**config.mk**
```make
export PLATFORM = sky130hd
export DESIGN_NAME = midi_message_parser_flat
export DESIGN_NICKNAME = d
export VERILOG_FILES = /design/src/rtl/midi_message_parser_pkg.sv /design/src/rtl/midi_message_parser_if.sv /design/src/rtl/midi_message_parser_classifier.sv /design/src/rtl/midi_message_parser.sv /design/src/flat_wrapper.sv
export SDC_FILE = /design/constraint.sdc
export NUM_CORES = 1
export LEC_CHECK = 0
export ABC_AREA = 1
export BUFFER_PORTS_ARGS = -buffer_cell sky130_fd_sc_hd__buf_2
export CELL_PAD_IN_SITES_DETAIL_PLACEMENT = 1
export CELL_PAD_IN_SITES_GLOBAL_PLACEMENT = 1
export CORE_ASPECT_RATIO = 1.2
export CORE_MARGIN = 3
export CORE_UTILIZATION = 41
export DETAILED_ROUTE_END_ITERATION = 6
export PLACE_DENSITY = 0.87
export RECOVER_POWER = 25
export SETUP_SLACK_MARGIN = 0.4
export SYNTH_ARGS = -nofsm -noshare
export SYNTH_HDL_FRONTEND = slang
export SYNTH_SLANG_ARGS = --single-unit
```
**constraint.sdc**
```tcl
create_clock -name clock_50_000_000 -period 4 [get_ports clock_50_000_000]
set_clock_uncertainty 0.15 [all_clocks]
set_input_delay 0.2 -clock clock_50_000_000 [delete_from_list [all_inputs] [get_ports clock_50_000_000]]
set_output_delay 0.2 -clock clock_50_000_000 [all_outputs]
set_load 0.005 [all_outputs]
```
**src/rtl/midi_message_parser_pkg.sv**
```systemverilog
// Shared types and constants for the MIDI message parser: MIDI protocol values, note-range
// configuration, and the parser's internal byte-class and FSM state types.
package MIDI;
   typedef enum logic {
      OFF = 1'b0,
      ON  = 1'b1
   } status_t;

   typedef struct packed {
      status_t    status;
      logic [6:0] note_number;
      logic [6:0] velocity;
   } note_change_t;

   localparam logic [3:0] NOTE_OFF         = 4'h8;
   localparam logic [3:0] NOTE_ON          = 4'h9;
   localparam logic [3:0] CONTROL_CHANGE   = 4'hB;
   localparam logic [3:0] PROGRAM_CHANGE   = 4'hC;
   localparam logic [3:0] CHANNEL_PRESSURE = 4'hD;
   localparam logic [7:0] SYSEX_START      = 8'hF0;
endpackage

package CONFIG;
   // Playable range of the synth (standard 88-key piano span).
   localparam logic [6:0] NOTE_NUMBER_START = 7'd21;
   localparam logic [6:0] NOTE_NUMBER_END   = 7'd108;
endpackage

package midi_message_parser_pkg;
   typedef enum logic [1:0] {
      CLS_DATA,
      CLS_CHANNEL,
      CLS_SYSTEM,
      CLS_REALTIME
   } byte_class_t;

   typedef enum logic [1:0] {
      IDLE,
      DATA1,
      DATA2,
      SYSEX
   } parser_state_t;
endpackage

```
**src/rtl/midi_message_parser_if.sv**
```systemverilog
// Byte-stream input and note / control-change event outputs of the MIDI message parser.
interface midi_message_parser_if;
   import MIDI::*;

   logic [7:0]   midi_byte;
   logic         midi_byte_valid;
   note_change_t note;
   logic         note_ready;
   logic [6:0]   cc_number;
   logic [6:0]   cc_value;
   logic         cc_ready;

   modport master (
      output midi_byte, midi_byte_valid,
      input  note, note_ready, cc_number, cc_value, cc_ready
   );

   modport slave (
      input  midi_byte, midi_byte_valid,
      output note, note_ready, cc_number, cc_value, cc_ready
   );
endinterface

```
**src/rtl/midi_message_parser_classifier.sv**
```systemverilog
// Combinational MIDI byte classifier: byte class plus the number of data bytes a channel
// status byte announces.
module midi_byte_classifier
   import MIDI::*;
   import midi_message_parser_pkg::*;
(
   input  logic [7:0]  midiByte_i,
   output byte_class_t byteClass_o,
   output logic [1:0]  dataBytesNeeded_o
);

   always_comb begin
      byteClass_o       = CLS_DATA;
      dataBytesNeeded_o = 2'd0;
      if (!midiByte_i[7]) begin
         byteClass_o = CLS_DATA;
      end else if (midiByte_i >= 8'hF8) begin
         byteClass_o = CLS_REALTIME;
      end else if (midiByte_i >= 8'hF0) begin
         byteClass_o = CLS_SYSTEM;
      end else begin
         byteClass_o       = CLS_CHANNEL;
         dataBytesNeeded_o = (midiByte_i[7:4] == PROGRAM_CHANGE ||
                              midiByte_i[7:4] == CHANNEL_PRESSURE) ? 2'd1 : 2'd2;
      end
   end

endmodule

```
**src/rtl/midi_message_parser.sv**
```systemverilog
// MIDI byte stream to note events, with running status and channel filtering.
// Define MIDI_CC_EN to also emit control-change events on the cc_* outputs.
module midi_message_parser
   import MIDI::*;
   import CONFIG::*;
   import midi_message_parser_pkg::*;
#(
   parameter logic [3:0] CHANNEL = 4'd0,
   parameter bit         OMNI    = 1'b0
)
(
   input  logic                  clock_50_000_000,
   input  logic                  reset_l,
   midi_message_parser_if.slave  bus
);

   byte_class_t   byteClass;
   logic [1:0]    dataBytesNeeded;

   parser_state_t state_q;
   logic [7:0]    status_q;
   logic          oneDataByte_q;
   logic [6:0]    data1_q;
   note_change_t  note_q;
   note_change_t  note_d;
   logic          noteReady_q;

   logic [3:0]    command;
   logic          channelOk;
   logic          isNote;
   logic          noteInRange;

   midi_byte_classifier u_classifier (
      .midiByte_i        (bus.midi_byte),
      .byteClass_o       (byteClass),
      .dataBytesNeeded_o (dataBytesNeeded)
   );

   assign command     = status_q[7:4];
   assign channelOk   = OMNI || (status_q[3:0] == CHANNEL);
   assign isNote      = (command == NOTE_ON) || (command == NOTE_OFF);
   assign noteInRange = (data1_q >= NOTE_NUMBER_START) && (data1_q <= NOTE_NUMBER_END);

   // A note-on with zero velocity is a note-off; velocity is passed through raw either way.
   always_comb begin
      note_d             = note_q;
      note_d.status      = (command == NOTE_ON && bus.midi_byte[6:0] != 7'd0) ? ON : OFF;
      note_d.note_number = data1_q;
      note_d.velocity    = bus.midi_byte[6:0];
   end

`ifdef MIDI_CC_EN
   logic [6:0] ccNumber_q;
   logic [6:0] ccValue_q;
   logic       ccReady_q;
`endif

   always_ff @(posedge clock_50_000_000 or negedge reset_l) begin
      if (!reset_l) begin
         state_q       <= IDLE;
         status_q      <= '0;
         oneDataByte_q <= 1'b0;
         data1_q       <= '0;
         note_q        <= '{status: OFF, note_number: 7'd0, velocity: 7'd0};
         noteReady_q   <= 1'b0;
`ifdef MIDI_CC_EN
         ccNumber_q    <= '0;
         ccValue_q     <= '0;
         ccReady_q     <= 1'b0;
`endif
      end else begin
         noteReady_q <= 1'b0;
`ifdef MIDI_CC_EN
         ccReady_q   <= 1'b0;
`endif
         if (bus.midi_byte_valid) begin
            case (byteClass)
               CLS_CHANNEL: begin
                  status_q      <= bus.midi_byte;
                  oneDataByte_q <= (dataBytesNeeded == 2'd1);
                  state_q       <= DATA1;
               end
               CLS_SYSTEM: begin
                  status_q      <= '0;
                  oneDataByte_q <= 1'b0;
                  state_q       <= (bus.midi_byte == SYSEX_START) ? SYSEX : IDLE;
               end
               CLS_DATA: begin
                  case (state_q)
                     DATA1: begin
                        data1_q <= bus.midi_byte[6:0];
                        if (!oneDataByte_q) begin
                           state_q <= DATA2;
                        end
                     end
                     DATA2: begin
                        // Running status: the next data byte opens a new message.
                        state_q <= DATA1;
                        if (channelOk && isNote && noteInRange) begin
                           note_q      <= note_d;
                           noteReady_q <= 1'b1;
                        end
`ifdef MIDI_CC_EN
                        if (channelOk && command == CONTROL_CHANGE) begin
                           ccNumber_q <= data1_q;
                           ccValue_q  <= bus.midi_byte[6:0];
                           ccReady_q  <= 1'b1;
                        end
`endif
                     end
                     default: ;
                  endcase
               end
               default: ;
            endcase
         end
      end
   end

   assign bus.note       = note_q;
   assign bus.note_ready = noteReady_q;
`ifdef MIDI_CC_EN
   assign bus.cc_number  = ccNumber_q;
   assign bus.cc_value   = ccValue_q;
   assign bus.cc_ready   = ccReady_q;
`else
   assign bus.cc_number  = '0;
   assign bus.cc_value   = '0;
   assign bus.cc_ready   = 1'b0;
`endif

endmodule

```
**src/flat_wrapper.sv**
```systemverilog
// flat-port wrapper written by rule: the top's interface ports become plain ports
module midi_message_parser_flat import MIDI::*; import CONFIG::*; import midi_message_parser_pkg::*;
#(
   parameter logic [3:0] CHANNEL = 4'd0,
   parameter bit         OMNI    = 1'b0
)
  (clock_50_000_000, reset_l, bus_midi_byte, bus_midi_byte_valid, bus_note, bus_note_ready, bus_cc_number, bus_cc_value, bus_cc_ready);
  midi_message_parser_if bus_i ();
  input  logic clock_50_000_000;
  input  logic reset_l;
  input wire logic [$bits(bus_i.midi_byte)-1:0] bus_midi_byte;
  input wire logic [$bits(bus_i.midi_byte_valid)-1:0] bus_midi_byte_valid;
  output wire logic [$bits(bus_i.note)-1:0] bus_note;
  output wire logic [$bits(bus_i.note_ready)-1:0] bus_note_ready;
  output wire logic [$bits(bus_i.cc_number)-1:0] bus_cc_number;
  output wire logic [$bits(bus_i.cc_value)-1:0] bus_cc_value;
  output wire logic [$bits(bus_i.cc_ready)-1:0] bus_cc_ready;
  assign bus_i.midi_byte = bus_midi_byte;
  assign bus_i.midi_byte_valid = bus_midi_byte_valid;
  assign bus_note = bus_i.note;
  assign bus_note_ready = bus_i.note_ready;
  assign bus_cc_number = bus_i.cc_number;
  assign bus_cc_value = bus_i.cc_value;
  assign bus_cc_ready = bus_i.cc_ready;
  midi_message_parser #(.CHANNEL(CHANNEL), .OMNI(OMNI)) u_core (.clock_50_000_000(clock_50_000_000), .reset_l(reset_l), .bus(bus_i));
endmodule
```
==> results.md, run 1 <==
* Root Driver: clkbuf_8
* CORE AREA at 4000 um^2
* Later-pin clock latency in the skew report at 0.28 ns
* Nature of the critical path startpoint: register
* Global placement routability congestion at 0.755
* Post-Synth XOR/XNOR Area at 0%
* Detailed Place HPWL at 2950 um
* Max Cap Viol at 0
* Die Span Y at 77.4 um
* Final setup fails at 0
* Starting Density at 43.5%
* Post-Synth Adder-Cell Area at 0%
* Hold WC Path Type: primary input to register
* Final min period at 1.76 ns
* Cell with the most instances after synthesis: nand2_1
* Rel. slew slack at 48.3%
* CTS sink cnt at 34
* Fmax at 569 MHz
* Max-slew violation count at 0
* Yosys top cell area share at 48.9%
* Clock buffer depth at 2
* Drt pass-1 iters at 4
* Synth Area in Simple Gates at 29.3%
* CTS tree: built
* DR iter-0 viols at 79
* Via count at 1444
* Pre-CTS setup slack at 2.26 ns
* Resize count post-CTS at 0
* Mapped Area at 1740 um^2
* Seq/Total Area, Yosys at 48.9%
* Setup TNS at 0 ns
* Die width at 65.5 um
* Top Ports at 42
* Post-synthesis compound-gate area fraction at 6.97%
* Asr flop ratio synth at 100%
* Routed wire per std cell at 13.5 um
* Antenna-violating nets left at 0
* Register bit total from synthesis at 34
* Final hold viol count at 0
* Largest family of logic cells by synthesized area: simple AND/OR/NAND/NOR gates
* Top cell type by total area after synthesis: dfrtp_1
* Worst Path Max Fanout at 15
* DRC viols at 0
* Core Rows at 25
* Port bufs at 26
* Synth cell types at 22
* Worst EP arrival at 1.77 ns
* Period utilization at 43.9%
* Num CTS Buffers at 5
* N_diodes at 0
* Final design utilization at 47.8%
* Hold WS at 0.0664 ns
* Static Leak at 1.07 nW
* Top_reg_cell synth: dfrtp_1
* Slew at the pin closest to its max-slew limit at 0.776 ns
* First-pass GRT wire length at 6830 um
* Nets at 255
* Max IR drop VDD at 0.000195 V
* Share of layout cells above drive strength 1 at 15.6%
* Largest cells by area after synthesis: dfrtp_1 (49%), nand2_1 (14%), buf_4 (6.9%)
* Mean post-synth cell area at 8.02 um^2
* GRT overflow at 0
* Max H-tree Level at 2
* Largest net degree at the start of global routing at 35
* GRT Util Overall at 17.5%
* Status: completed
* Unrepaired setup endpoints after global routing: false
* Vias per cell at 4.86
* Final setup margin at 2.24 ns
* Setup CP Type: register to register
* Synth warn at 0
* Multiplexer share of the synthesized area at 0%
* DRT Wirelength at 4010 um
* Area Growth Syn to Fin at 9.99%
* Crit path required time at 4.01 ns
* Syn Inst Count at 217
* Worst Setup End Kind: register
* Reg clk slew, reported paths at 0.06 ns
* Vias in the first global route at 1534
* Die ar. at 5070 um^2
* Initial antenna violation count at 0
* Post-synth EDFFs at 0
* Power density cells at 493 nW/um^2
* Most frequent cells after synthesis: nand2_1 (67), dfrtp_1 (34), inv_1 (24)
==> worst paths after layout <==
kind,startpoint,end,slack [ns],cells past startpoint
min in group asynchronous,reset_l,u_core.bus.note[9],0.39,2
hold reg to reg,u_core.bus.note[10],u_core.bus.note[10],0.32,2
setup reg to reg,u_core.data1_q[0],u_core.bus.note[14],2.24,8
max in group asynchronous,reset_l,u_core.bus.note[13],2.82,2
hold / removal,bus_midi_byte[2],u_core.bus.note[2],0.07,3
setup / recovery,u_core.data1_q[0],u_core.bus.note[14],2.24,8
==> logic make-up after synthesis <==
family	Yosys count
compound gates	22
other cells	1
flops	34
simple gates	113
buf+inv	47
==> per-stage QoR <==
step           instance area [um^2]  instances  power [mW]
2_1_floorplan                  1790        231       0.641
3_3_place_gp                   1830        290       0.689
3_5_place_dp                   1830        290       0.704
4_1_cts                        1930        297       0.958
5_1_grt                        1910        297        1.01
6_report                       1910        297       0.945
==> power by group <==
group          total, mW  internal, mW  switching (mW)  leakage [nW]
combinational      0.231        0.0737           0.157         0.593
sequential         0.470         0.410          0.0600         0.434
clock              0.244         0.133           0.111        0.0431
==> critical path, cell delays in order (launching register included) <==
cell     delay, ns
dfrtp_1       0.40
inv_1         0.08
nand2_1       0.05
nand3_1       0.06
nand2_1       0.05
nand2_1       0.35
nand3_4       0.28
nand2_1       0.14
nand2_1       0.06
==> layer usage <==
| layer | part of all wire [%] | wire length, um | GRT usage (%) |
|---|---|---|---|
| met5 | 0 | 0 | 0 |
| met1 | 44 | 1740 | 20.2 |
| met2 | 50 | 2010 | 29.9 |
| met3 | 4.2 | 169 | 4.34 |
| met4 | 1.9 | 76 | 8.30 |
==> layout make-up <==
type | instances | area, um^2
fillers | 520 | 2090
flip-flops and latches | 34 | 851
multi-input cells | 150 | 684
repair buffers | 27 | 131
inverters | 26 | 97.6
clock buffers | 6 | 82.6
well taps | 54 | 67.6
==> flip-flops by register name (all words and copies together) (netlist names) <==
register / flops
u_core.bus.note_ready: 1
u_core.data1_q: 7
u_core.state_q: 2
u_core.status_q: 8
u_core.bus.note: 15
u_core.oneDataByte_q: 1
==> cells in the final DEF (no fill, tap or decap) <==
cell type,instances
dfrtp_1,34
o21ai_2,1
nand3_4,1
dlygate4sd3_1,1
or2_2,1
nor2_2,2
nand3_2,1
inv_1,24
a21oi_1,3
nand2_2,2
nand3_1,7
conb_1,15
nand2_1,68
o21ai_0,16
nor2_4,1
nor2_1,16
buf_2,19
clkbuf_8,6
nor3_1,1
inv_2,2
nand4_1,13
a21oi_2,2
clkbuf_1,7
==> timing repair <==
| item | 4_1_cts | 5_1_grt |
|---|---|---|
| hold buffers | 1 | 0 |
| setup buffers | 0 | 0 |
| hold endpoints to repair | 34 | 0 |
| endpoints found under the setup margin | 0 | 0 |
Note: power is estimated with default switching activity, not from simulation.
==> inputs of run 2 (changes only) <==
Settings changed: CORE_UTILIZATION 41 to 34, PLACE_DENSITY 0.87 to 0.78.
Clock period 4 ns to 1.46 ns, I/O delays scaled along.
==> run 2 against run 1 <==
  * Worst hold slack got worse by 0.054 ns
  * Via count rose by 9.0%
  * Sequential share of layout area fell by 7.9 points
  * The run now ends with setup timing left
  * Total power rose to 3.2 times the previous value
  * Critical path type unchanged
  * First-iteration DRC count fell by 1.3%
  * Clock-buffer cell count did not move
==> results.md, run 2 (synthesized netlist as in run 1, its figures left out) <==
* Worst setup path startpoint: u_core.state_q[0]
* Global placement routability congestion at 0.817
* Core Rows at 27
* Max layer used: met4
* Status: finished, violations left
* Power density cells at 1280 nW/um^2
* Worst Setup End Kind: register
* Final hold viol count at 0
* Unrepaired setup endpoints after global routing: true
* Initial antenna violation count at 0
* Vias in the first global route at 1579
* FF-to-FF path depth at 9
* Max reg flops at 15
* Routed wire per std cell at 14.7 um
* Crit path required time at 1.50 ns
* Later-pin clock latency in the skew report at 0.29 ns
* Max H-tree Level at 2
* Worst EP arrival at 1.57 ns
* Rel. slew slack at 34.8%
* Area Growth Syn to Fin at 33.8%
* CORE AREA at 4760 um^2
* Vias per cell at 4.66
* Num CTS Buffers at 5
* Reg clk slew, reported paths at 0.07 ns
* Crit path capture: u_core.bus.note[9]
* Static Leak at 1.31 nW
* Nature of the critical path startpoint: register
* Top Ports at 42
* Detailed Place HPWL at 3240 um
* Root Driver: clkbuf_8
* Hold WC Path Type: primary input to register
* Starting Density at 36.5%
* DR iter-0 viols at 78
* Pre-CTS setup slack at -0.0626 ns
* DRT Wirelength at 4960 um
* Wl on met1 at 2100 um
* Period utilization at 105%
* GRT overflow at 0
* Final setup margin at -0.0763 ns
* N_diodes at 0
* Final setup fails at 16
* Port bufs at 26
* Die ar. at 6020 um^2
* Failing checks: setup timing
* GRT Util Overall at 16.9%
* HP Start: bus_midi_byte[5]
* Max-slew violation count at 0
* Clock buffer depth at 2
* Max IR drop VDD at 0.000535 V
* Reg-to-reg startpoint: u_core.state_q[0]
* Power, Total at 2.98 mW
* Most frequent cells in the layout: nand2_1 (57), dfrtp_1 (34), buf_2 (25)
* Via count at 1574
* CTS tree: built
* Max Cap Viol at 0
* Largest net degree at the start of global routing at 20
* Final design utilization at 48.9%
* DRC viols at 0
* Share of layout cells above drive strength 1 at 32.1%
* Metal3 WL at 254 um
* Nets at 290
* Drt pass-1 iters at 4
* Final min period at 1.54 ns
* Die Span Y at 84.4 um
* Commonest non-fill, non-tap cell in the layout: nand2_1
* Setup CP Type: register to register
* Reg2reg end: u_core.bus.note[9]
* Fmax at 651 MHz
* Antenna-violating nets left at 0
* First-pass GRT wire length at 7850 um
* Die width at 71.3 um
* Hold WS at 0.0129 ns
* Met2 WL at 2490 um
* Reg2reg setup slack at -0.08 ns
* CTS sink cnt at 34
* Worst Path Max Fanout at 8
* Slew at the pin closest to its max-slew limit at 0.978 ns
-- run 2: changes by cell type in the layout (fill, tap and decap cells not counted), sizes merged --
cell / delta
dlygate4sd3: +5
clkinvlp: +1
dlymetal6s4s: +2
clkinv: +1
clkbuf: -5
nand3: +1
buf: +32
-- run 2: stage by stage --
| step | cells | cell area, um^2 | TNS [ns] |
|---|---|---|---|
| after floorplan | 231 | 1810 | 0 |
| after global placement | 302 | 1920 | -0.185 |
| after detailed placement | 302 | 1920 | -0.675 |
| after CTS | 325 | 2190 | -0.164 |
| after global routing | 338 | 2330 | -2.59 |
| final | 338 | 2330 | -0.879 |
-- run 2: worst min-delay path by stage --
stage	endpoint	slack, ns	depth (start not counted)
5_1_grt	u_core.data1_q[0]	0.03	3
3_5_place_dp	u_core.bus.note[10]	-0.13	1
2_1_floorplan	u_core.bus.note[0]	-0.37	0
4_1_cts	u_core.data1_q[5]	0.001	3
3_3_place_gp	u_core.bus.note[10]	-0.14	1
6_report	u_core.data1_q[5]	0.01	3
-- run 2: metal layers --
| layer | up-vias | global-route usage (%) |
|---|---|---|
| met5 | - | 0 |
| met4 | 0 | 6.84 |
| met3 | 9 | 3.83 |
| met2 | 39 | 28.6 |
| met1 | 750 | 20.5 |
| li1 | 776 | - |
-- run 2: what timing repair did --
| item | CTS | global route |
|---|---|---|
| endpoints found under the hold margin | 50 | 0 |
| buffers inserted | 5 | 13 |
| endpoints found under the setup margin | 25 | 42 |
| pin swaps | 1 | 4 |
| gates cloned | 2 | 0 |
| resized for setup | 9 | 16 |
| hold buffers | 8 | 0 |
-- run 2: where the power goes --
part           internal [mW]  switching (mW)  leakage (nW)
Clock                  0.379           0.369        0.0472
Combinational          0.388           0.556         0.825
Sequential              1.12           0.163         0.434
-- run 2: layout make-up --
| type | count | area, um^2 |
|---|---|---|
| clock buffers | 6 | 82.6 |
| clock inverters | 2 | 12.5 |
| fillers | 608 | 2430 |
| inverters | 26 | 97.6 |
| multi-input cells | 151 | 772 |
| flip-flops and latches | 34 | 851 |
| well taps | 58 | 72.6 |
| repair buffers | 61 | 440 |
-- run 2: worst max-delay path: stages (launching register included) --
cell and delay (ns):
dfrtp_1 0.38, inv_2 0.06, nand2_2 0.06, nor2_4 0.11
nand2_2 0.07, nor2_4 0.18, buf_6 0.13, nand3_4 0.13
nand2_1 0.10, nand2_1 0.05
==> inputs of run 3 (changes only) <==
Settings changed: CORE_MARGIN 3 to 10.
==> run 3 against run 2 <==
  * The flow finishes with violations (hold timing, setup timing)
  * Register-to-register slack improved by 0.07 ns
  * Via count decreased by 5.5%
  * Sequential cell count is the same
  * First-iteration DRC count is 51% lower
==> results.md, run 3 (synthesized netlist as in run 1, its figures left out) <==
* Hold WC Path Type: primary input to register
* Power, Total at 2.98 mW
* Detailed Place HPWL at 3320 um
* Final setup fails at 12
* Most frequent cells in the layout: nand2_1 (59), dfrtp_1 (34), buf_2 (25)
* CTS sink cnt at 34
* M1 GR Usage at 12.5%
* Final design utilization at 45.0%
* Worst Setup End Kind: register
* Max H-tree Level at 2
* Met2 Resource Use GR at 19.9%
* Clock buffer depth at 2
* Num CTS Buffers at 5
* Period utilization at 101%
* Worst EP arrival at 1.55 ns
* Antenna-violating nets left at 0
* Initial antenna violation count at 0
* Nets at 275
* Largest net degree at the start of global routing at 35
* Area Growth Syn to Fin at 27.8%
* Slew at the pin closest to its max-slew limit at 0.891 ns
* GR peak layer: met2
* GRT Util Overall at 11.5%
* Die width at 85.3 um
* Reg clk slew, reported paths at 0.07 ns
* Vias per cell at 4.58
* Vias in the first global route at 1656
* Crit path required time at 1.54 ns
* Port bufs at 26
* Fmax at 680 MHz
* M3 GR Usage at 4.41%
* Die Span Y at 98.4 um
* Commonest non-fill, non-tap cell in the layout: nand2_1
* Routed wire per std cell at 14.6 um
* Power density cells at 1340 nW/um^2
* DRT Wirelength at 4730 um
* Nature of the critical path startpoint: register
* Max-slew violation count at 0
* Rel. slew slack at 40.6%
* GRT overflow at 0
* CORE AREA at 4940 um^2
* Final hold viol count at 1
* Share of layout cells above drive strength 1 at 26.8%
* Later-pin clock latency in the skew report at 0.29 ns
* Status: finished, violations left
* Final min period at 1.47 ns
* Via count at 1487
* Hold WS at -0.00563 ns
* Starting Density at 35.2%
* Root Driver: clkbuf_8
* Top Ports at 42
* Failing checks: hold timing, setup timing
* First-pass GRT wire length at 7890 um
* Max reg flops at 15
* Max Cap Viol at 0
* N_diodes at 0
* Worst Path Max Fanout at 6
* DR iter-0 viols at 38
* Filler cells at 608
* Setup CP Type: register to register
* CTS tree: built
* Static Leak at 1.24 nW
* Final setup margin at -0.0107 ns
* Drt pass-1 iters at 4
* Unrepaired setup endpoints after global routing: true
* Max IR drop VDD at 0.000523 V
* Global placement routability congestion at 0.832
* DRC viols at 0
* Core Rows at 28
* Die ar. at 8390 um^2
## run 3: metal layers
metal	routed length, um	up-vias
li1	-	748
met1	2020	700
met2	2350	32
met3	287	7
met4	77	0
met5	0	-
## run 3: what timing repair did
| item | CTS | global route |
|---|---|---|
| gates cloned | 2 | 0 |
| buffers inserted | 1 | 2 |
| endpoints found under the setup margin | 25 | 36 |
| hold buffers | 9 | 1 |
| endpoints found under the hold margin | 51 | 3 |
| gates resized for setup | 13 | 9 |
| pin swaps | 5 | 2 |
## run 3: cell type report
class                      instances  area [um^2]  area share [%]
timing repair buffer              46          325            14.6
clock inverter                     3         40.0            1.80
inverter                          26         97.6            4.39
tap                               60         75.1            3.37
multi-input combinational        151          767            34.5
clock buffer                       5         68.8            3.09
sequential                        34          851            38.2
## run 3: critical path: stages, from the launching register on
cell	delay [ns]
dfrtp_1	0.38
inv_1	0.05
nand2_1	0.06
nor2_1	0.12
nand2_2	0.08
nor2_4	0.20
buf_4	0.19
nand4_1	0.10
nand2_1	0.08
## run 3: worst paths after layout
| check | from | endpoint | slack (ns) | cells past startpoint |
|---|---|---|---|---|
| hold reg to reg | u_core.bus.note[6] | u_core.bus.note[6] | 0.31 | 2 |
| hold / removal | bus_midi_byte[5] | u_core.oneDataByte_q | -0.006 | 4 |
| max in group asynchronous | reset_l | u_core.status_q[4] | 0.24 | 3 |
| min in group asynchronous | reset_l | u_core.bus.note[1] | 0.37 | 3 |
| setup / recovery | u_core.status_q[6] | u_core.bus.note[0] | -0.01 | 8 |
| setup reg to reg | u_core.status_q[6] | u_core.bus.note[0] | -0.01 | 8 |
## run 3: stage by stage
step / setup TNS, ns / hold WS [ns] / cell area (um^2) / instances / setup WS (ns)
after floorplan: 0 / -0.373 / 1810 / 231 / 0.0782
after global routing: -2.16 / 0.0352 / 2220 / 325 / -0.162
after detailed placement: -0.339 / -0.00775 / 1910 / 303 / -0.0408
after CTS: -0.511 / 0.00518 / 2180 / 323 / -0.0432
after global placement: -0.0329 / -0.0213 / 1910 / 303 / -0.0112
final: -0.0839 / -0.00563 / 2220 / 325 / -0.0107
## run 3: power breakdown
part	internal [mW]	switching (mW)
logic	0.333	0.529
clock network	0.502	0.345
registers	1.12	0.152
